**src/rtl/fir_pkg.sv**
```systemverilog
// Shared filter package: control-state encoding and the width helpers used to
// size folded FIR datapaths.
package fir_pkg;

  typedef enum logic [1:0] {
    ST_IDLE = 2'd0,
    ST_MAC  = 2'd1,
    ST_OUT  = 2'd2
  } fir_state_e;

  // Ceiling log2, never below 1 so that it can always size a vector.
  function automatic int unsigned clog2_min1(input int unsigned n);
    int unsigned r;
    r = 0;
    for (int unsigned v = 1; v < n; v = v << 1) r++;
    return (r == 0) ? 1 : r;
  endfunction

  function automatic int unsigned fold_of(input int unsigned taps);
    return (taps + 1) / 2;
  endfunction

  function automatic int unsigned pre_width(input int unsigned wl);
    return wl + 1;
  endfunction

  function automatic int unsigned prod_width(input int unsigned wl, input int unsigned cwl);
    return wl + 1 + cwl;
  endfunction

  // Headroom of clog2(fold) bits covers the worst-case sum of fold products.
  function automatic int unsigned acc_width(input int unsigned wl, input int unsigned cwl,
                                            input int unsigned fold);
    return wl + 1 + cwl + clog2_min1(fold);
  endfunction

endpackage

```
**src/rtl/sym_fir_serial_if.sv**
```systemverilog
// Sample, result and coefficient-write ports of the serial symmetric FIR.
interface sym_fir_serial_if #(
  parameter int unsigned WL     = 14,
  parameter int unsigned CWL    = 14,
  parameter int unsigned MAC_WL = 20,
  parameter int unsigned AW     = 5
);
  logic                     in_valid;
  logic                     in_ready;
  logic signed [WL-1:0]     in_data;
  logic                     out_valid;
  logic                     out_ready;
  logic signed [MAC_WL-1:0] out_data;
  logic                     coef_we;
  logic [AW-1:0]            coef_addr;
  logic signed [CWL-1:0]    coef_wdata;
  logic                     coef_err;

  modport master (
    output in_valid, in_data, out_ready, coef_we, coef_addr, coef_wdata,
    input  in_ready, out_valid, out_data, coef_err
  );

  modport slave (
    input  in_valid, in_data, out_ready, coef_we, coef_addr, coef_wdata,
    output in_ready, out_valid, out_data, coef_err
  );
endinterface

```
**src/rtl/fir_round_sat.sv**
```systemverilog
// Half-up rounding arithmetic right shift followed by two's-complement
// saturation to OUT_WL bits; purely combinational.
module fir_round_sat #(
  parameter int unsigned IN_WL  = 34,
  parameter int unsigned OUT_WL = 20,
  parameter int unsigned SHIFT  = 13
) (
  input  logic signed [IN_WL-1:0]  din,
  output logic signed [OUT_WL-1:0] dout_c
);
  // One extra bit so the rounding add can never wrap.
  localparam int unsigned EW = IN_WL + 1;
  localparam logic signed [EW-1:0] HALF =
    (SHIFT == 0) ? '0 : EW'(64'd1 << ((SHIFT == 0) ? 0 : SHIFT - 1));
  localparam logic signed [EW-1:0] MAX_V = {{(EW-OUT_WL+1){1'b0}}, {(OUT_WL-1){1'b1}}};
  localparam logic signed [EW-1:0] MIN_V = {{(EW-OUT_WL+1){1'b1}}, {(OUT_WL-1){1'b0}}};

  logic signed [EW-1:0] sum_c;
  logic signed [EW-1:0] shr_c;

  always_comb begin
    sum_c = EW'(din) + HALF;
    shr_c = sum_c >>> SHIFT;
    if (shr_c > MAX_V) begin
      dout_c = OUT_WL'(MAX_V);
    end else if (shr_c < MIN_V) begin
      dout_c = OUT_WL'(MIN_V);
    end else begin
      dout_c = OUT_WL'(shr_c);
    end
  end
endmodule

```
**src/rtl/sym_fir_serial.sv**
```systemverilog
// Odd-length symmetric FIR: one pre-adder and one multiplier swept over the
// FOLD stored coefficients, one result per accepted sample.
module sym_fir_serial
  import fir_pkg::*;
#(
  parameter int unsigned WL     = 14,
  parameter int unsigned CWL    = 14,
  parameter int unsigned MAC_WL = 20,
  parameter int unsigned TAPS   = 37,
  parameter int unsigned SHIFT  = 13
) (
  input logic             clk,
  input logic             rst_n,
  sym_fir_serial_if.slave bus
);
  localparam int unsigned FOLD  = fold_of(TAPS);
  localparam int unsigned AW    = clog2_min1(FOLD);
  localparam int unsigned TW    = clog2_min1(TAPS);
  localparam int unsigned PW    = pre_width(WL);
  localparam int unsigned PRW   = prod_width(WL, CWL);
  localparam int unsigned ACC_W = acc_width(WL, CWL, FOLD);

  fir_state_e               state_q, state_d;
  logic signed [WL-1:0]     x_q [TAPS];
  logic signed [WL-1:0]     x_d [TAPS];
  logic signed [CWL-1:0]    c_q [FOLD];
  logic signed [CWL-1:0]    c_d [FOLD];
  logic signed [ACC_W-1:0]  acc_q, acc_d;
  logic [AW-1:0]            k_q, k_d;
  logic                     out_valid_q, out_valid_d;
  logic signed [MAC_WL-1:0] out_data_q, out_data_d;
  logic                     coef_err_q, coef_err_d;
  logic                     in_ready_q, in_ready_d;

  logic                     centre_c;
  logic [TW-1:0]            tap_a_c, tap_b_c;
  logic signed [WL-1:0]     xa_c, xb_c;
  logic signed [CWL-1:0]    coef_c;
  logic signed [PW-1:0]     pre_c;
  logic signed [PRW-1:0]    prod_c;
  logic signed [ACC_W-1:0]  acc_sum_c;
  logic signed [MAC_WL-1:0] rs_c;
  logic                     coef_ok_c;

  // Shared pre-add / multiply / accumulate; the centre tap has no mirror partner.
  always_comb begin
    centre_c  = (k_q == AW'(FOLD - 1));
    tap_a_c   = TW'(k_q);
    tap_b_c   = TW'(TAPS - 1) - TW'(k_q);
    xa_c      = x_q[tap_a_c];
    xb_c      = centre_c ? '0 : x_q[tap_b_c];
    coef_c    = c_q[k_q];
    pre_c     = PW'(xa_c) + PW'(xb_c);
    prod_c    = PRW'(pre_c) * PRW'(coef_c);
    acc_sum_c = acc_q + ACC_W'(prod_c);
  end

  fir_round_sat #(
    .IN_WL  (ACC_W),
    .OUT_WL (MAC_WL),
    .SHIFT  (SHIFT)
  ) u_round_sat (
    .din    (acc_sum_c),
    .dout_c (rs_c)
  );

  // Next-state, coefficient port and output logic.
  always_comb begin
    state_d     = state_q;
    x_d         = x_q;
    c_d         = c_q;
    acc_d       = acc_q;
    k_d         = k_q;
    out_valid_d = out_valid_q;
    out_data_d  = out_data_q;
    coef_err_d  = 1'b0;

    coef_ok_c = (state_q == ST_IDLE) && ({1'b0, bus.coef_addr} < (AW + 1)'(FOLD));
    if (bus.coef_we) begin
      if (coef_ok_c) begin
        c_d[bus.coef_addr] = bus.coef_wdata;
      end else begin
        coef_err_d = 1'b1;
      end
    end

    case (state_q)
      ST_IDLE: begin
        if (bus.in_valid) begin
          x_d[0] = bus.in_data;
          for (int unsigned i = 1; i < TAPS; i++) x_d[i] = x_q[i-1];
          acc_d   = '0;
          k_d     = '0;
          state_d = ST_MAC;
        end
      end
      ST_MAC: begin
        acc_d = acc_sum_c;
        if (centre_c) begin
          state_d     = ST_OUT;
          out_valid_d = 1'b1;
          out_data_d  = rs_c;
        end else begin
          k_d = k_q + AW'(1);
        end
      end
      ST_OUT: begin
        if (bus.out_ready) begin
          state_d     = ST_IDLE;
          out_valid_d = 1'b0;
        end
      end
      default: state_d = ST_IDLE;
    endcase

    in_ready_d = (state_d == ST_IDLE);
  end

  always_ff @(posedge clk or negedge rst_n) begin
    if (!rst_n) begin
      state_q     <= ST_IDLE;
      x_q         <= '{default: '0};
      c_q         <= '{default: '0};
      acc_q       <= '0;
      k_q         <= '0;
      out_valid_q <= 1'b0;
      out_data_q  <= '0;
      coef_err_q  <= 1'b0;
      in_ready_q  <= 1'b1;
    end else begin
      state_q     <= state_d;
      x_q         <= x_d;
      c_q         <= c_d;
      acc_q       <= acc_d;
      k_q         <= k_d;
      out_valid_q <= out_valid_d;
      out_data_q  <= out_data_d;
      coef_err_q  <= coef_err_d;
      in_ready_q  <= in_ready_d;
    end
  end

  assign bus.in_ready  = in_ready_q;
  assign bus.out_valid = out_valid_q;
  assign bus.out_data  = out_data_q;
  assign bus.coef_err  = coef_err_q;

endmodule

```
**src/flat_wrapper.sv**
```systemverilog
// flat-port wrapper written by rule: the top's interface ports become plain ports
module sym_fir_serial_flat import fir_pkg::*;
#(
  parameter int unsigned WL     = 14,
  parameter int unsigned CWL    = 14,
  parameter int unsigned MAC_WL = 20,
  parameter int unsigned TAPS   = 37,
  parameter int unsigned SHIFT  = 13
)
  (clk, rst_n, bus_in_valid, bus_in_data, bus_out_ready, bus_coef_we, bus_coef_addr, bus_coef_wdata, bus_in_ready, bus_out_valid, bus_out_data, bus_coef_err);
  sym_fir_serial_if #(.WL(WL), .CWL(CWL), .MAC_WL(MAC_WL), .AW((5))) bus_i ();
  input logic clk;
  input logic rst_n;
  input wire logic [$bits(bus_i.in_valid)-1:0] bus_in_valid;
  input wire logic [$bits(bus_i.in_data)-1:0] bus_in_data;
  input wire logic [$bits(bus_i.out_ready)-1:0] bus_out_ready;
  input wire logic [$bits(bus_i.coef_we)-1:0] bus_coef_we;
  input wire logic [$bits(bus_i.coef_addr)-1:0] bus_coef_addr;
  input wire logic [$bits(bus_i.coef_wdata)-1:0] bus_coef_wdata;
  output wire logic [$bits(bus_i.in_ready)-1:0] bus_in_ready;
  output wire logic [$bits(bus_i.out_valid)-1:0] bus_out_valid;
  output wire logic [$bits(bus_i.out_data)-1:0] bus_out_data;
  output wire logic [$bits(bus_i.coef_err)-1:0] bus_coef_err;
  assign bus_i.in_valid = bus_in_valid;
  assign bus_i.in_data = bus_in_data;
  assign bus_i.out_ready = bus_out_ready;
  assign bus_i.coef_we = bus_coef_we;
  assign bus_i.coef_addr = bus_coef_addr;
  assign bus_i.coef_wdata = bus_coef_wdata;
  assign bus_in_ready = bus_i.in_ready;
  assign bus_out_valid = bus_i.out_valid;
  assign bus_out_data = bus_i.out_data;
  assign bus_coef_err = bus_i.coef_err;
  sym_fir_serial #(.WL(WL), .CWL(CWL), .MAC_WL(MAC_WL), .TAPS(TAPS), .SHIFT(SHIFT)) u_core (.clk(clk), .rst_n(rst_n), .bus(bus_i));
endmodule
```
**config.mk**
```make
export PLATFORM = sky130hd
export DESIGN_NAME = sym_fir_serial_flat
export DESIGN_NICKNAME = d
export VERILOG_FILES = /design/src/rtl/fir_pkg.sv /design/src/rtl/sym_fir_serial_if.sv /design/src/rtl/fir_round_sat.sv /design/src/rtl/sym_fir_serial.sv /design/src/flat_wrapper.sv
export SDC_FILE = /design/constraint.sdc
export NUM_CORES = 2
export LEC_CHECK = 0
export CAP_MARGIN = 20
export CELL_PAD_IN_SITES_DETAIL_PLACEMENT = 0
export CELL_PAD_IN_SITES_GLOBAL_PLACEMENT = 1
export CORE_MARGIN = 4
export CORE_UTILIZATION = 45
export DETAILED_ROUTE_END_ITERATION = 6
export GPL_ROUTABILITY_DRIVEN = 1
export HOLD_SLACK_MARGIN = 0.03
export PLACE_DENSITY = 0.78
export SLEW_MARGIN = 15
export SYNTH_ARGS = -nofsm -noshare
export SYNTH_HDL_FRONTEND = slang
export SYNTH_HIERARCHICAL = 1
export SYNTH_SLANG_ARGS = --single-unit
```
**constraint.sdc**
```tcl
create_clock -name clk -period 16.5 [get_ports clk]
set_input_delay 3.3 -clock clk [delete_from_list [all_inputs] [get_ports clk]]
set_output_delay 3.3 -clock clk [all_outputs]
set_load 0.05 [all_outputs]
```
# Word-level counts from Yosys, hierarchy flattened
# Cells that the tools add are included.
[totals]
ff_bits = 848
latch_bits = 0
ram_bits = 0
rom_bits = 0
inputBits = 38
out_inout_bits = 23
memories = 0
[op_classes]
addsub = 5
multipliers = 1
n_div = 0
magnitude_cmp = 8
n_eq_ne = 7
shifts = 0
n_mux = 29
n_bitwise = 4
n_reduce_logical = 12
[ops]
columns = ["operator", "n"]
rows = [
  ["bitwise mux 266 bit", 1],
  ["binary-select mux 14 bit (select 6 bit)", 2],
  ["two-way mux 14 bit", 8],
  ["binary-select mux 14 bit (select 5 bit)", 1],
  ["demux 14 bit (select 5 bit)", 1],
  ["case mux 34 bit (2 select lines)", 1],
  ["two-way mux 20 bit", 2],
  ["adder 34 x 14 -> 35 bit (second input constant)", 1],
  ["adder 34 x 29 -> 34 bit", 1],
  ["two-way mux 34 bit", 1],
  ["multiplier 15 x 14 -> 29 bit", 1],
  ["> comparator 22 x 20 -> 1 bit (second input constant)", 1],
  ["less-than comparator 22 x 20 -> 1 bit (second input constant)", 1],
  ["adder 14 x 14 -> 15 bit", 1],
  [">= comparator 7 bit (second input constant)", 2],
  [">= comparator 6 bit (second input constant)", 2],
  ["inverter 5 -> 6 bit", 2],
  ["two-way mux 5 bit", 2],
  ["case mux 5 bit (2 select lines)", 1],
  ["AND reduction 2 bit", 4],
  ["inverter 5 -> 7 bit", 1],
  ["inverter 6 -> 7 bit", 1],
  ["less-than comparator 6 x 1 -> 1 bit (second input constant)", 1],
  ["two-way mux 2 bit", 3],
  ["15 further kinds", 24],
]

# Depth between registers and ports, before layout
[depth]
word_depth = 13
depth_mapped = 51
mapped_depth_nobuf = 42

# Cells and area by module
# The synthesis kept the hierarchy.
[by_module_without_submodules]
columns = ["mod", "n_inst", "cells_each", "area_each_um2"]
rows = [
  ["sym_fir_serial", 1, 5047, 52850.7],
  ["fir_round_sat", 1, 105, 769.5],
]

# Worst setup path before layout
# Ideal clock, no wire load.
[synth_path]
kind = "register to register"
startpoint = "register u_core.k_q[0]"
endpoint = "register u_core.out_data_q[12] (netlist: u_core/bus.out_data[12])"
setup_time_ns = 0.125
t_arrival_ns = 12.070
required_time_ns = 16.375
path_slack_ns = 4.305
stages_incl_launch_ff = 44
n_path_buf = 6
synth_period_minus_slack_ns = 12.195
path_cell_list = "dfrtp_1 -> buf_6 -> buf_6 -> inv_2 -> ha_1 -> xor2_1 -> clkbuf_1 -> mux4_2 -> mux4_2 -> a221o_1 -> ha_1 -> o21a_1 -> or4_1 -> nand2_1 -> o21ai_1 -> a31oi_1 -> clkbuf_1 -> nor2b_1 -> [8 not listed] -> fa_1 -> inv_1 -> ha_1 -> a21oi_1 -> o21ai_0 -> a221oi_1 -> a21oi_1 -> or3_1 -> o31ai_1 -> nor2_1 -> and4_1 -> and2_1 -> and2_4 -> buf_6 -> nor2_4 -> buf_6 -> o211ai_2 -> mux2_2"
[synth_between]
elab_chain_cells = 13
word_cells_on_any_way = 24
[synth_lines]
columns = ["item", "line_no", "text"]
rows = [
  ["start, declared", "sym_fir_serial.sv:29", "logic [AW-1:0] k_q, k_d;"],
  ["start signal, assigned", "sym_fir_serial.sv:135", "k_q <= k_d;"],
  ["subtractor 6 x 5 -> 6 bit", "sym_fir_serial.sv:49", "tap_b_c = TW'(TAPS - 1) - TW'(k_q);"],
  ["inverter 6 -> 7 bit (implied by the code)", "sym_fir_serial.sv:51", "xb_c = centre_c ? '0 : x_q[tap_b_c];"],
  ["binary-select mux 14 bit (select 6 bit)", "sym_fir_serial.sv:51", ""],
  ["two-way mux 14 bit (implied by the code) (2 in a row)", "sym_fir_serial.sv:51", ""],
  ["two-way mux 14 bit", "sym_fir_serial.sv:51", ""],
  ["adder 14 x 14 -> 15 bit", "sym_fir_serial.sv:53", "pre_c = PW'(xa_c) + PW'(xb_c);"],
  ["multiplier 15 x 14 -> 29 bit (*)", "sym_fir_serial.sv:54", "prod_c = PRW'(pre_c) * PRW'(coef_c);"],
  ["adder 34 x 29 -> 34 bit (*)", "sym_fir_serial.sv:55", "acc_sum_c = acc_q + ACC_W'(prod_c);"],
  ["named net u_core.acc_sum_c[31]", "sym_fir_serial.sv:41", "logic signed [ACC_W-1:0] acc_sum_c;"],
  ["adder 34 x 14 -> 35 bit (*)", "fir_round_sat.sv:22", "sum_c = EW'(din) + HALF;"],
  ["less-than comparator 22 x 20 -> 1 bit", "fir_round_sat.sv:26", "end else if (shr_c < MIN_V) begin"],
  ["two-way mux 20 bit", "fir_round_sat.sv:26", ""],
  ["two-way mux 20 bit (*)", "fir_round_sat.sv:24", "if (shr_c > MAX_V) begin"],
  ["named net u_core.rs_c[12]", "sym_fir_serial.sv:42", "logic signed [MAC_WL-1:0] rs_c;"],
  ["end signal, assigned", "sym_fir_serial.sv:137", "out_data_q <= out_data_d;"],
  ["end, declared", "sym_fir_serial.sv:31", "logic signed [MAC_WL-1:0] out_data_q, out_data_d;"],
]
# The timed path passes the listed nets; every way through them passes the cells marked *. The select of a mux whose other input is x is not followed.
# A chain may end at the register's enable or synchronous reset.

# Worst setup path in the final report
[layout_path]
startpoint = "register u_core.k_q[0]"
endpoint = "register u_core.out_data_q[8] (netlist: u_core/bus.out_data[8])"
# Same word-level chain as after synthesis.

==> summary.md <==
| Metric | Value |
|---|---|
| CP endpoint | `u_core/bus.out_data[8]` |
| Largest net degree at the start of global routing | `between 100 and 150` |
| Root Driver | `clkbuf_16` |
| Max Fanout on Critical Path | `35` |
| Final-report hold violation count | `0` |
| Post-CTS resize count | `0` |
| Slew @ Worst Pin | `1132 ps` |
| First-pass DRT Iterations | `7` |
| Tightest Hold Check Type | `flop to flop` |
| Avg Vias per Cell | `around 5.6` |
| Post-layout util | `0.4949` |
| Diodes inserted | `0` |
| Share of cells above drive strength 1 | `0.1713` |
| Dpl hpwl | `90.33 mm` |
| Area of the mapped netlist | `about 54000 µm²` |
| Initial antenna violation count | `1` |
| Latest clock arrival within the worst-skew pair | `roughly 710 ps` |
| Max incr delay on CP | `870 ps` |
| Finish-stage setup viols | `0` |
| Clock slew at the register clock pins of the worst setup and hold paths | `approximately 60 ps` |
| Crit path kind | `flop to flop` |
| Met1 WL | `between 60 and 70 mm` |
| RSZ-0062 raised after global routing | `false` |
| Worst R2R Setup Slack | `approximately 2600 ps` |
| Mapped Nets | `5579` |
| Final cycle utilization of the critical path | `0.8445` |
| GP Congestion | `around 0.87` |
| Grt ovf | `0` |
| Clock skew | `around 44 ps` |
| CP Launch Type | `flop` |
| Total Routing Usage GR | `0.2221` |
| CTS sink cnt | `between 800 and 900` |
| Placeable Area | `~120000 µm²` |
| Worst R2R Start | `u_core/k_q[0]` |
| Hold buffers post-CTS | `0` |
| Final Max Tran Viols | `0` |
| Most used cell, CP | `fa_1` |
| DRC | `0` |
| TritonCTS clock tree | `done` |
| Fin crit period | `about 14000 ps` |
| # rows | `around 130` |
| Starting density of the core | `0.4535` |
| IO Port Bufs | `60` |
| Fin nets | `roughly 5500` |
| Status | `complete, no violations` |
| FMAX | `between 70 and 80 MHz` |
| H-tree levels | `3` |
| Post-Syn Instances | `approximately 5200` |
| Post-CTS Repair Setup Buffers | `0` |
| Die H | `about 350 µm` |
| Highest metal used | `met4` |
| First-pass GRT wire length | `~220 mm` |
| Area grow syn2layout | `9.136%` |
| Cts bufs inserted | `94` |
| Arr. time, crit path | `roughly 15000 ps` |
| WP data required | `around 17000 ps` |
| Die area | `124700 µm²` |
| Yosys warning count | `6` |
| Syn avg cell area | `10.41 µm²` |
| DR vias | `between 30000 and 40000` |
| Die Span X | `~350 µm` |
| Routed wire length | `~140 mm` |
| Ports | `61` |
| Crit. Startpoint | `u_core/k_q[0]` |
| Slew headroom | `0.2431` |
| Vias in the first global route | `38040` |
| Max-Cap Viols | `0` |
| Clock Tree Buf Depth | `3` |
| Met2 WL | `63.20 mm` |
| Setup TNS | `0 ps` |
| DR WL met3 | `approximately 8.0 mm` |
| Slowest cell on crit path | `dfrtp_4` |
| DRT iter0 DRCs | `approximately 3200` |
| Avg WL per Cell | `20.54 µm` |
| CP endpoint kind | `flop` |
| FF-to-FF End | `u_core/bus.out_data[8]` |
| ANT nets after route | `0` |
| R2R cell count | `37` |
| Fill count | `about 11000` |
## metal layers
layer | vias up | GRT usage
met3 | 189 | 0.03760
met5 | - | 0
li1 | 16890 | -
met4 | 0 | 0.04980
met1 | 19290 | 0.3266
met2 | 1013 | 0.3481
## area by class of cell
cell class | instances | area [µm²] | share of cell area
well taps | 1536 | 1922 | 0.03284
multi-input cells | 3620 | 29600 | 0.5059
flip-flops and latches | 848 | 21230 | 0.3629
clock inverters | 33 | 434.2 | 0.007420
clock buffers | 132 | 2685 | 0.04589
repair buffers | 139 | 1289 | 0.02202
inverters | 359 | 1349 | 0.02305
## sequential cells by signal, indices dropped and copies added (netlist names)
| register | cells |
|---|---|
| u_core/x_q | 518 |
| u_core/c_q | 266 |
| u_core/acc_q | 34 |
| u_core/bus.out_data | 20 |
| u_core/k_q | 5 |
| u_core/state_q | 2 |
| u_core/bus.coef_err | 1 |
| u_core/bus.in_ready | 1 |
| u_core/bus.out_valid | 1 |
## cell usage in the layout, fill, tap and decap left out, drive strengths merged, types with 9 or more instances in the layout
cell type	n
a21o	14
a21oi	107
a221o	12
a221oi	22
a22oi	9
a31oi	13
and2	21
and3	17
buf	80
clkbuf	132
clkdlybuf4s50	59
clkinv	22
dfrtp	847
fa	277
ha	113
inv	362
mux2	287
mux2i	64
mux4	319
nand2	1802
nand2b	31
nand3	38
nand4	15
nor2	149
nor2b	28
nor3	10
o211ai	17
o21ai	66
o21bai	10
o31ai	14
xnor2	50
xor2	29
## worst min path at each step
stage                     end  cells after the start      startpoint
2_1_floorplan  u_core/x_q[10]                      2  u_core/x_q[10]
6_report        u_core/x_q[5]                      2   u_core/x_q[5]
3_5_place_dp    u_core/x_q[5]                      2   u_core/x_q[5]
4_1_cts         u_core/x_q[5]                      2   u_core/x_q[5]
5_1_grt        u_core/x_q[12]                      2  u_core/x_q[12]
3_3_place_gp    u_core/x_q[6]                      2   u_core/x_q[6]
## stage by stage
step / instance area (µm²) / cells / setup WS (ps) / hold slack [ps]
after floorplan: 53620 / 5151 / 4305 / 437.5
after global placement: 55290 / 6496 / 2675 / 451.4
after detailed placement: 55290 / 6496 / 2427 / 454.2
after CTS: 58400 / 6661 / 2387 / 469.1
after global routing: 58510 / 6667 / 1962 / 493.6
final: 58510 / 6667 / 2565 / 469.7
## critical path, delay by kind of cell (launching register included)
kind                     cells  cell delay [ps]
AO/OA/AOI/OAI               12             3800
adder cells (fa/ha/maj)      9             4570
multiplexers                 3             1130
XOR/XNOR                     2             1040
buffers and inverters        6             1060
flip-flops                   1              870
AND/OR/NAND/NOR              5             1270
Power is not shown: default switching activity piles up to over one toggle a cycle in this logic, so the estimate is an artifact.
